<file path="src/rtl/mem_arbiter.sv">
// Two-requester memory arbiter: instruction fetch vs. data port onto one memory.
// Define MEM_ARBITER_ROUND_ROBIN_EN for round-robin instead of data-first priority.
module mem_arbiter (
  input  logic        clk,
  input  logic        rst_n,
  input  logic        i_read,
  input  logic [31:0] i_addr,
  output logic [31:0] i_rdata,
  output logic        i_resp,
  input  logic        d_read,
  input  logic        d_write,
  input  logic [31:0] d_addr,
  input  logic [31:0] d_wdata,
  input  logic [3:0]  d_byte_enable,
  output logic [31:0] d_rdata,
  output logic        d_resp,
  output logic        mem_read,
  output logic        mem_write,
  output logic [31:0] mem_address,
  output logic [31:0] mem_wdata,
  output logic [3:0]  mem_byte_enable,
  input  logic [31:0] mem_rdata,
  input  logic        mem_resp
);

  localparam logic [1:0] IDLE    = 2'd0;
  localparam logic [1:0] SERVE_I = 2'd1;
  localparam logic [1:0] SERVE_D = 2'd2;

  logic [1:0]  state_q, state_d;
  logic [31:0] addr_q, addr_d;
  logic [31:0] wdata_q, wdata_d;
  logic [3:0]  be_q, be_d;
  logic        wr_q, wr_d;
  logic        d_req;
  logic        grant_d;
  logic        grant_i;
  logic        serving;

  assign d_req = d_read | d_write;

`ifdef MEM_ARBITER_ROUND_ROBIN_EN
  // last_d_q: 1 when the data port held the most recent grant
  logic last_d_q, last_d_d;

  always_comb begin
    grant_d  = d_req && (!i_read || !last_d_q);
    grant_i  = i_read && !grant_d;
    last_d_d = last_d_q;
    if (state_q == IDLE) begin
      if (grant_d)      last_d_d = 1'b1;
      else if (grant_i) last_d_d = 1'b0;
    end
  end

  always_ff @(posedge clk or negedge rst_n) begin
    if (!rst_n) last_d_q <= 1'b0;
    else        last_d_q <= last_d_d;
  end
`else
  assign grant_d = d_req;
  assign grant_i = i_read && !d_req;
`endif

  always_comb begin
    state_d = state_q;
    addr_d  = addr_q;
    wdata_d = wdata_q;
    be_d    = be_q;
    wr_d    = wr_q;
    unique case (1'b1)
      (state_q == IDLE): begin
        if (grant_d) begin
          state_d = SERVE_D;
          addr_d  = d_addr;
          wr_d    = d_write;
          wdata_d = d_write ? d_wdata : 32'h0;
          be_d    = d_write ? d_byte_enable : 4'hF;
        end else if (grant_i) begin
          state_d = SERVE_I;
          addr_d  = i_addr;
          wr_d    = 1'b0;
          wdata_d = 32'h0;
          be_d    = 4'hF;
        end
      end
      (state_q == SERVE_I),
      (state_q == SERVE_D): begin
        if (mem_resp) state_d = IDLE;
      end
      default: state_d = IDLE;
    endcase
  end

  always_ff @(posedge clk or negedge rst_n) begin
    if (!rst_n) begin
      state_q <= IDLE;
      addr_q  <= 32'h0;
      wdata_q <= 32'h0;
      be_q    <= 4'hF;
      wr_q    <= 1'b0;
    end else begin
      state_q <= state_d;
      addr_q  <= addr_d;
      wdata_q <= wdata_d;
      be_q    <= be_d;
      wr_q    <= wr_d;
    end
  end

  assign serving         = (state_q != IDLE);
  assign mem_read        = serving && !wr_q;
  assign mem_write       = serving && wr_q;
  assign mem_address     = addr_q;
  assign mem_wdata       = wdata_q;
  assign mem_byte_enable = be_q;
  assign i_resp          = (state_q == SERVE_I) && mem_resp;
  assign d_resp          = (state_q == SERVE_D) && mem_resp;
  assign i_rdata         = mem_rdata;
  assign d_rdata         = mem_rdata;

endmodule

</file>
<file path="config.mk">
export PLATFORM = sky130hd
export DESIGN_NAME = mem_arbiter
export DESIGN_NICKNAME = d
export VERILOG_FILES = /design/src/rtl/mem_arbiter.sv
export SDC_FILE = /design/constraint.sdc
export NUM_CORES = 1
export LEC_CHECK = 0
export CAP_MARGIN = 5
export CORE_AREA = 3 3 106 108
export CTS_CLUSTER_SIZE = 40
export DETAILED_ROUTE_END_ITERATION = 10
export DIE_AREA = 0 0 109 111
export PLACE_DENSITY = 0.93
export REMOVE_ABC_BUFFERS = 1
export SETUP_SLACK_MARGIN = 0.15
export SYNTH_ARGS = -nofsm -noshare
export SYNTH_HDL_FRONTEND = slang
export SYNTH_SLANG_ARGS = --single-unit
</file>
<file path="constraint.sdc">
create_clock -name clk -period 4.1 [get_ports clk]
set_input_delay 0.82 -clock clk [delete_from_list [all_inputs] [get_ports clk]]
set_output_delay 0.82 -clock clk [all_outputs]
set_load 0.01 [all_outputs]
</file>
==> run_results.csv <==
group,metric,value,unit
global_routing,grt_usage,0.193,
floorplan,rows,37,
cells_and_area,nNetsFinal,631,
status,status,"finished, final reports clean",
logic_synthesis,synth_top_cell_by_area,"dfrtp_1",
clock_tree,clk_path_buf_depth,2,
clock_tree,cts_htree_levels,3,
critical_path,end_kind,"primary output",
logic_synthesis,synth_flop_cell,"dfrtp_1",
place,place.gp.congestion,0.738,
sta,period_needed,2.95,ns
floorplan,dieArea,0.0121,sq mm
logic_synthesis,syn_inst,383,
global_routing,grt_pass1_vias,3214,
power_and_ir_drop,ir_drop,334,uV
routing,routedWlPerCell,18.7,um
cells_and_area,drive_gt1_frac,0.0505,
sta,relSlewSlack,0.397,
routing,totalWireLength,11800,um
clock_tree,cts_tree,"yes",
cells_and_area,n_antenna_cell,0,
sta,final_hold_viol_count,0,
logic_synthesis,async_reset_ff_frac,1.00,
logic_synthesis,seq_area_frac_synth,0.494,
clock_tree,cts_resized,0,
sta,skew,0.00896,ns
sta,min_period_over_period,0.719,
power_and_ir_drop,p_leak,2.26,nW
critical_path,critPathMaxStageDelay,0.64,ns
logic_synthesis,synth_area_leaders,"dfrtp_1, buf_4, nand2_1",
critical_path,criticalPathCategory,"flop to primary output",
logic_synthesis,ys_seq_elements,71,
global_routing,grt_pass1_wl,17800,um
critical_path,cp_max_fo,18,
power_and_ir_drop,swShare,0.374,
cells_and_area,multi_input_area,0.00120,sq mm
global_routing,globalRoute.totalOverflow,0,
power_and_ir_drop,p_comb_frac,0.505,
critical_path,cp-start-kind,"flop",
min_path,hp-class,"flop to flop",
floorplan,core_area,0.0103,sq mm
clock_tree,postCtsHoldBufs,0,
routing,vias_per_cell,4.79,
clock_tree,cts_setup_buffers,0,
critical_path,path_cells,"inv_1 -> ha_1 -> nor2_1 -> clkdlybuf4s50_1",
power_and_ir_drop,p_int,2.18,mW
floorplan,fp.dieH,111,um
cells_and_area,seqCellArea,0.00178,sq mm
critical_path,required,3.28,ns
routing,vias,3022,
routing,ant_nets,0,
sta,tightest_slew,0.904,ns
logic_synthesis,syn_area_per_cell,9.42,sq um
critical_path,path_buf_inv,2,
clock_tree,numCtsBuffers,9,
routing,drc,0,
sta,final-setup-viol-count,0,
place,numPortBuffers,177,
power_and_ir_drop,switching_power,1.30,mW
sta,slew_viol_final,0,
clock_tree,clk_pin_slew,0.07,ns
clock_tree,cts.sinks,71,
place,post-dp-hpwl,9080,um
logic_synthesis,synth_most_common_cell,"nand2_1",
logic_synthesis,synth_edf_count,0,
logic_synthesis,synth_cell_types,23,
sta,rsz0062_at_grt,"no",
logic_synthesis,synth_commonest_cells,"nand2_1, buf_4, dfrtp_1, mux2i_1, nand3_1",
global_routing,antenna_found_initial,0,
logic_synthesis,yosysWarnings,0,
clock_tree,root_buffer,"clkbuf_8",
cells_and_area,fill_cells,965,
floorplan,initial_core_util,0.349,
floorplan,die_w,109,um
routing,drt_iter0_drc,118,
routing,firstDrtPassIters,4,
sta,fmax,0.339,GHz
power_and_ir_drop,seqPwrFrac,0.360,
clock_tree,clock_latency,0.33,ns
global_routing,grt_start_max_net_pins,72,
cells_and_area,fin_util,0.497,
logic_synthesis,syn_area,0.00361,sq mm
power_and_ir_drop,power_frac_clock,0.135,
flow_run,max_cap_viol_count,0,
cells_and_area,synthToLayoutAreaGrowth,42.2,%
critical_path,crit_slowest_cell,"ha_1",
critical_path,crit_arrival,2.13,ns
critical_path,path_delay_family,"adder cells",
sta,fin_tns_setup,0,ns
floorplan,top_level_ports,274,
logic_synthesis,synth_top_area_frac,0.465,
power_and_ir_drop,powerDensity,679,mW/mm^2
## state kept, by name, summed over array words and instances (netlist names)
register	cells
mem_byte_enable	4
mem_wdata	32
state_q	2
mem_address	32
wr_q	1
## area by class of cell
type	instances	area share
Inverter	3	0.00220
Timing Repair Buffer	182	0.352
Multi-Input combinational cell	223	0.234
Clock buffer	12	0.0263
Clock inverter	4	0.00439
Sequential cell	71	0.347
Tap cell	136	0.0332
## metrics by stage
stage / instance area, sq um / power [mW] / hold slack, ns / setup WS [ns] / cells
5_1_grt: 5130 / 3.76 / 0.481 / 1.02 / 631
3_5_place_dp: 4970 / 3.05 / 0.456 / 1.28 / 615
3_3_place_gp: 4970 / 2.98 / 0.448 / 1.30 / 615
6_report: 5130 / 3.48 / 0.462 / 1.15 / 631
4_1_cts: 5130 / 3.54 / 0.468 / 1.12 / 631
2_1_floorplan: 3000 / 1.99 / 0.461 / 0.928 / 297
## layout by cell type (no fill, tap or decap)
master	count
o21ai_0	20
buf_4	6
dfrtp_1	67
clkdlybuf4s50_1	176
nor2_1	1
nand2b_1	1
dfstp_2	4
o21ai_1	17
ha_1	3
nand3_1	32
nor2b_1	5
clkinvlp_4	1
and2_1	2
nor2_4	1
o2bb2ai_1	1
a21oi_1	2
mux2i_1	32
inv_1	3
o31ai_4	1
clkbuf_1	3
clkbuf_8	9
nand2_1	105
clkinv_2	3
## power by group through the flow
stage	clock network, mW	registers [mW]	logic [mW]
after global routing	0.527	1.30	1.94
after floorplan	0	1.41	0.576
final	0.469	1.25	1.76
after CTS	0.495	1.26	1.79
after detailed placement	0	1.27	1.78
after global placement	0	1.25	1.73
## final timing paths
| check | from | endpoint | slack [ns] | depth (start not counted) |
|---|---|---|---|---|
| worst max-delay path | state_q[0] | mem_read | 1.15 | 4 |
| worst min-delay path | mem_byte_enable[0] | mem_byte_enable[0] | 0.46 | 2 |
| worst max register to register | state_q[0] | mem_address[21] | 1.72 | 7 |
| worst min register to register | mem_byte_enable[0] | mem_byte_enable[0] | 0.46 | 2 |
| max in group asynchronous | rst_n | mem_wdata[6] | 2.90 | 1 |
| min in group asynchronous | rst_n | mem_address[1] | 0.60 | 1 |
## cells by family (layout without fill, tap and decap cells)
logic type	after synthesis	count (layout)	synth area share
AO/OA/AOI/OAI	41	41	0.0624
adder cells (fa/ha/maj)	3	3	0.0104
buffers and inverters	89	201	0.173
flip-flops	71	71	0.494
multiplexers	32	32	0.0888
AND/OR/NAND/NOR	147	147	0.172
## layer usage
| metal | vias to the layer above | routed length (um) | global-route usage |
|---|---|---|---|
| li1 | 1390 | - | - |
| met1 | 1394 | 4690 | 0.229 |
| met2 | 220 | 4710 | 0.264 |
| met3 | 16 | 2200 | 0.153 |
| met4 | 2 | 162 | 0.0564 |
| met5 | - | 31 | 0.0313 |
## worst register-to-register path: cells and delay by family (launching register included)
family / cells / cell delay [ns]
buf+inv: 3 / 0.79
fa+ha+maj: 1 / 0.64
flops: 1 / 0.42
compound gates: 2 / 0.22
simple gates: 1 / 0.17
No activity file was read; power rests on OpenSTA's default activity.
==> variant (config.mk and constraints unchanged) <==
Take the reset off `wdata_q` and load it in a clocked block of its own.
--- a/src/rtl/mem_arbiter.sv
+++ b/src/rtl/mem_arbiter.sv
@@ -98,3 +98,2 @@
       addr_q  <= 32'h0;
-      wdata_q <= 32'h0;
       be_q    <= 4'hF;
@@ -104,3 +103,2 @@
       addr_q  <= addr_d;
-      wdata_q <= wdata_d;
       be_q    <= be_d;
@@ -108,2 +106,6 @@
     end
+  end
+
+  always_ff @(posedge clk) begin
+    wdata_q <= wdata_d;
   end
Check against the original RTL: not equivalent (a bounded check fails within 4 cycles, from zero or initial values and one cycle with rst_n low).
==> variant against the original RTL <==
Clock power grew 13%; worst setup slack gained 0.17 ns; global-route usage shrank 1.7 points; power shrank 7.4%; cell area shrank 0.46%; critical path type is now primary input to output port; area after synthesis shrank 1.5%; non-clock buffer count shrank 2; sequential cell count is the same; largest cell class is now flip-flops and latches; utilization shrank 0.23 points; wire length shrank 9.3%; critical endpoint is now d_resp.
==> variant: results (changes against the original RTL) <==
| Metric | Value |
|---|---|
| Run status | completed |
| Hold Path Sink | mem_byte_enable[0] |
| Nets | 566 (-10%) |
| Lkg Pwr | 0.00200 µW (-11%) |
| Layout cells sized above 1 | 5.58% (+0.53 points) |
| GRT Total Usage | 17.6% (-1.7 points) |
| EDFF count, synth | 32 (+32) |
| Post-synth ARST share | 54.9% (-45 points) |
| Pin count of the biggest net entering global routing | 74 (+2.8%) |
| Post-placement cell area | 0.00492 mm² (-1.1%) |
| Root buffer cell | clkbuf_8 |
| Largest stage delay, worst path | 0.53 ns (-0.11 ns) |
| Synth cell count leaders | 66 x buf_4, 41 x nand2_1, 35 x dfrtp_1, 34 x and2_1 |
| Slew @ Worst Pin | 1.14 ns (+0.234 ns) |
| Sequential share of the synthesized area | 54.6% (+5.3 points) |
| Worst-Skew Late Latency | 0.33 ns (about the same) |
| Met3 Use GR | 15.4% (+0.058 points) |
| Fillers | 892 (-7.6%) |
| Slowest cell on crit path | clkdlybuf4s50_1 |
| Worst R2R End | mem_wdata[16] |
| Largest fanout on the critical path | 3 (-15) |
| Hpwl dp | 8440 µm (-7.0%) |
| Met1 global-route usage | 20.6% (-2.2 points) |
| Via count | 2595 (-14%) |
| IR drop worst, VDD | 341 µV (+2.2%) |
| Final Skew | 0.00949 ns (+0.000522 ns) |
| R2r setup slk | 1.91 ns (+0.19 ns) |
| First-pass GRT wire length | 15700 µm (-12%) |
| Iter 0 DRT Violations | 87 (-26%) |
| Crit path DAT | 1.96 ns (-0.17 ns) |
| Area of the multi-input gates | 0.00100 mm² (-17%) |
| Met2 Use GR | 22.8% (-3.6 points) |
| DR WL/cell | 18.9 µm (+1.1%) |
| Delay-heaviest family, CP | buffers and inverters |
| Yosys cell types | 22 (-4.3%) |
| Power Internal | 2160 µW (-0.79%) |
| Register-to-Register Path Depth | 4 (-3) |
| Placer Congestion | 0.795 (+7.7%) |
| Worst hold start | mem_byte_enable[0] |
| Vias in the first global route | 2762 (-14%) |
variant: cell count changes in the layout (fill, tap and decap cells not counted), sizes merged, moves of 2 or more:
cell    delta
nand3     -32
and2      +32
dfrtp     -32
clkbuf     -3
edfxtp    +32
nand2     -64
buf        -2
clkinv     +2
variant: worst min-delay path: stages (launching register included):
cell and delay [ns]:
dfstp_2 0.37, nand2_1 0.04, o21ai_0 0.06
variant: worst max path at each step:
stage / to / startpoint
2_1_floorplan: mem_wdata[0] / d_read
3_3_place_gp: i_resp / mem_resp
3_5_place_dp: mem_address[17] / d_write
4_1_cts: d_resp / mem_resp
5_1_grt: d_resp / mem_resp
6_report: d_resp / mem_resp
variant: cell families after synthesis:
| group | share of synthesized area, % |
|---|---|
| buf+inv | 17.4 |
| fa+ha+maj | 1.06 |
| simple gates | 11.8 |
| mux | 9.01 |
| flops | 54.6 |
| compound gates | 6.09 |
variant: per-stage QoR:
step / hold slack [ns] / instances / total power, µW / setup slack [ns]
finish: 0.477 / 566 / 3220 / 1.32
detailed placement: 0.472 / 550 / 2740 / 1.29
floorplan: 0.461 / 234 / 1840 / -0.709
global route: 0.518 / 566 / 3450 / 1.27
CTS: 0.483 / 566 / 3280 / 1.32
global placement: 0.452 / 550 / 2660 / 1.33
variant: metal layers:
layer | routed length [µm] | share of wire, %
met1 | 4270 | 40
met2 | 4150 | 39
met3 | 2060 | 19
met4 | 121 | 1.1
met5 | 90 | 0.84
variant: final cells by class:
cell class,count,area share (%)
well taps,136,3.33
clock inverters,7,1.25
repair buffers,180,35.0
flip-flops and latches,71,38.0
multi-input cells,159,19.6
inverters,4,0.294
clock buffers,9,2.43
variant: power by group through the flow:
| stage | registers [µW] | clock network (µW) | logic (µW) |
|---|---|---|---|
| after global routing | 1320 | 587 | 1550 |
| after global placement | 1270 | 0 | 1390 |
| after detailed placement | 1290 | 0 | 1440 |
| after CTS | 1280 | 551 | 1450 |
| final | 1270 | 531 | 1420 |
| after floorplan | 1430 | 0 | 405 |
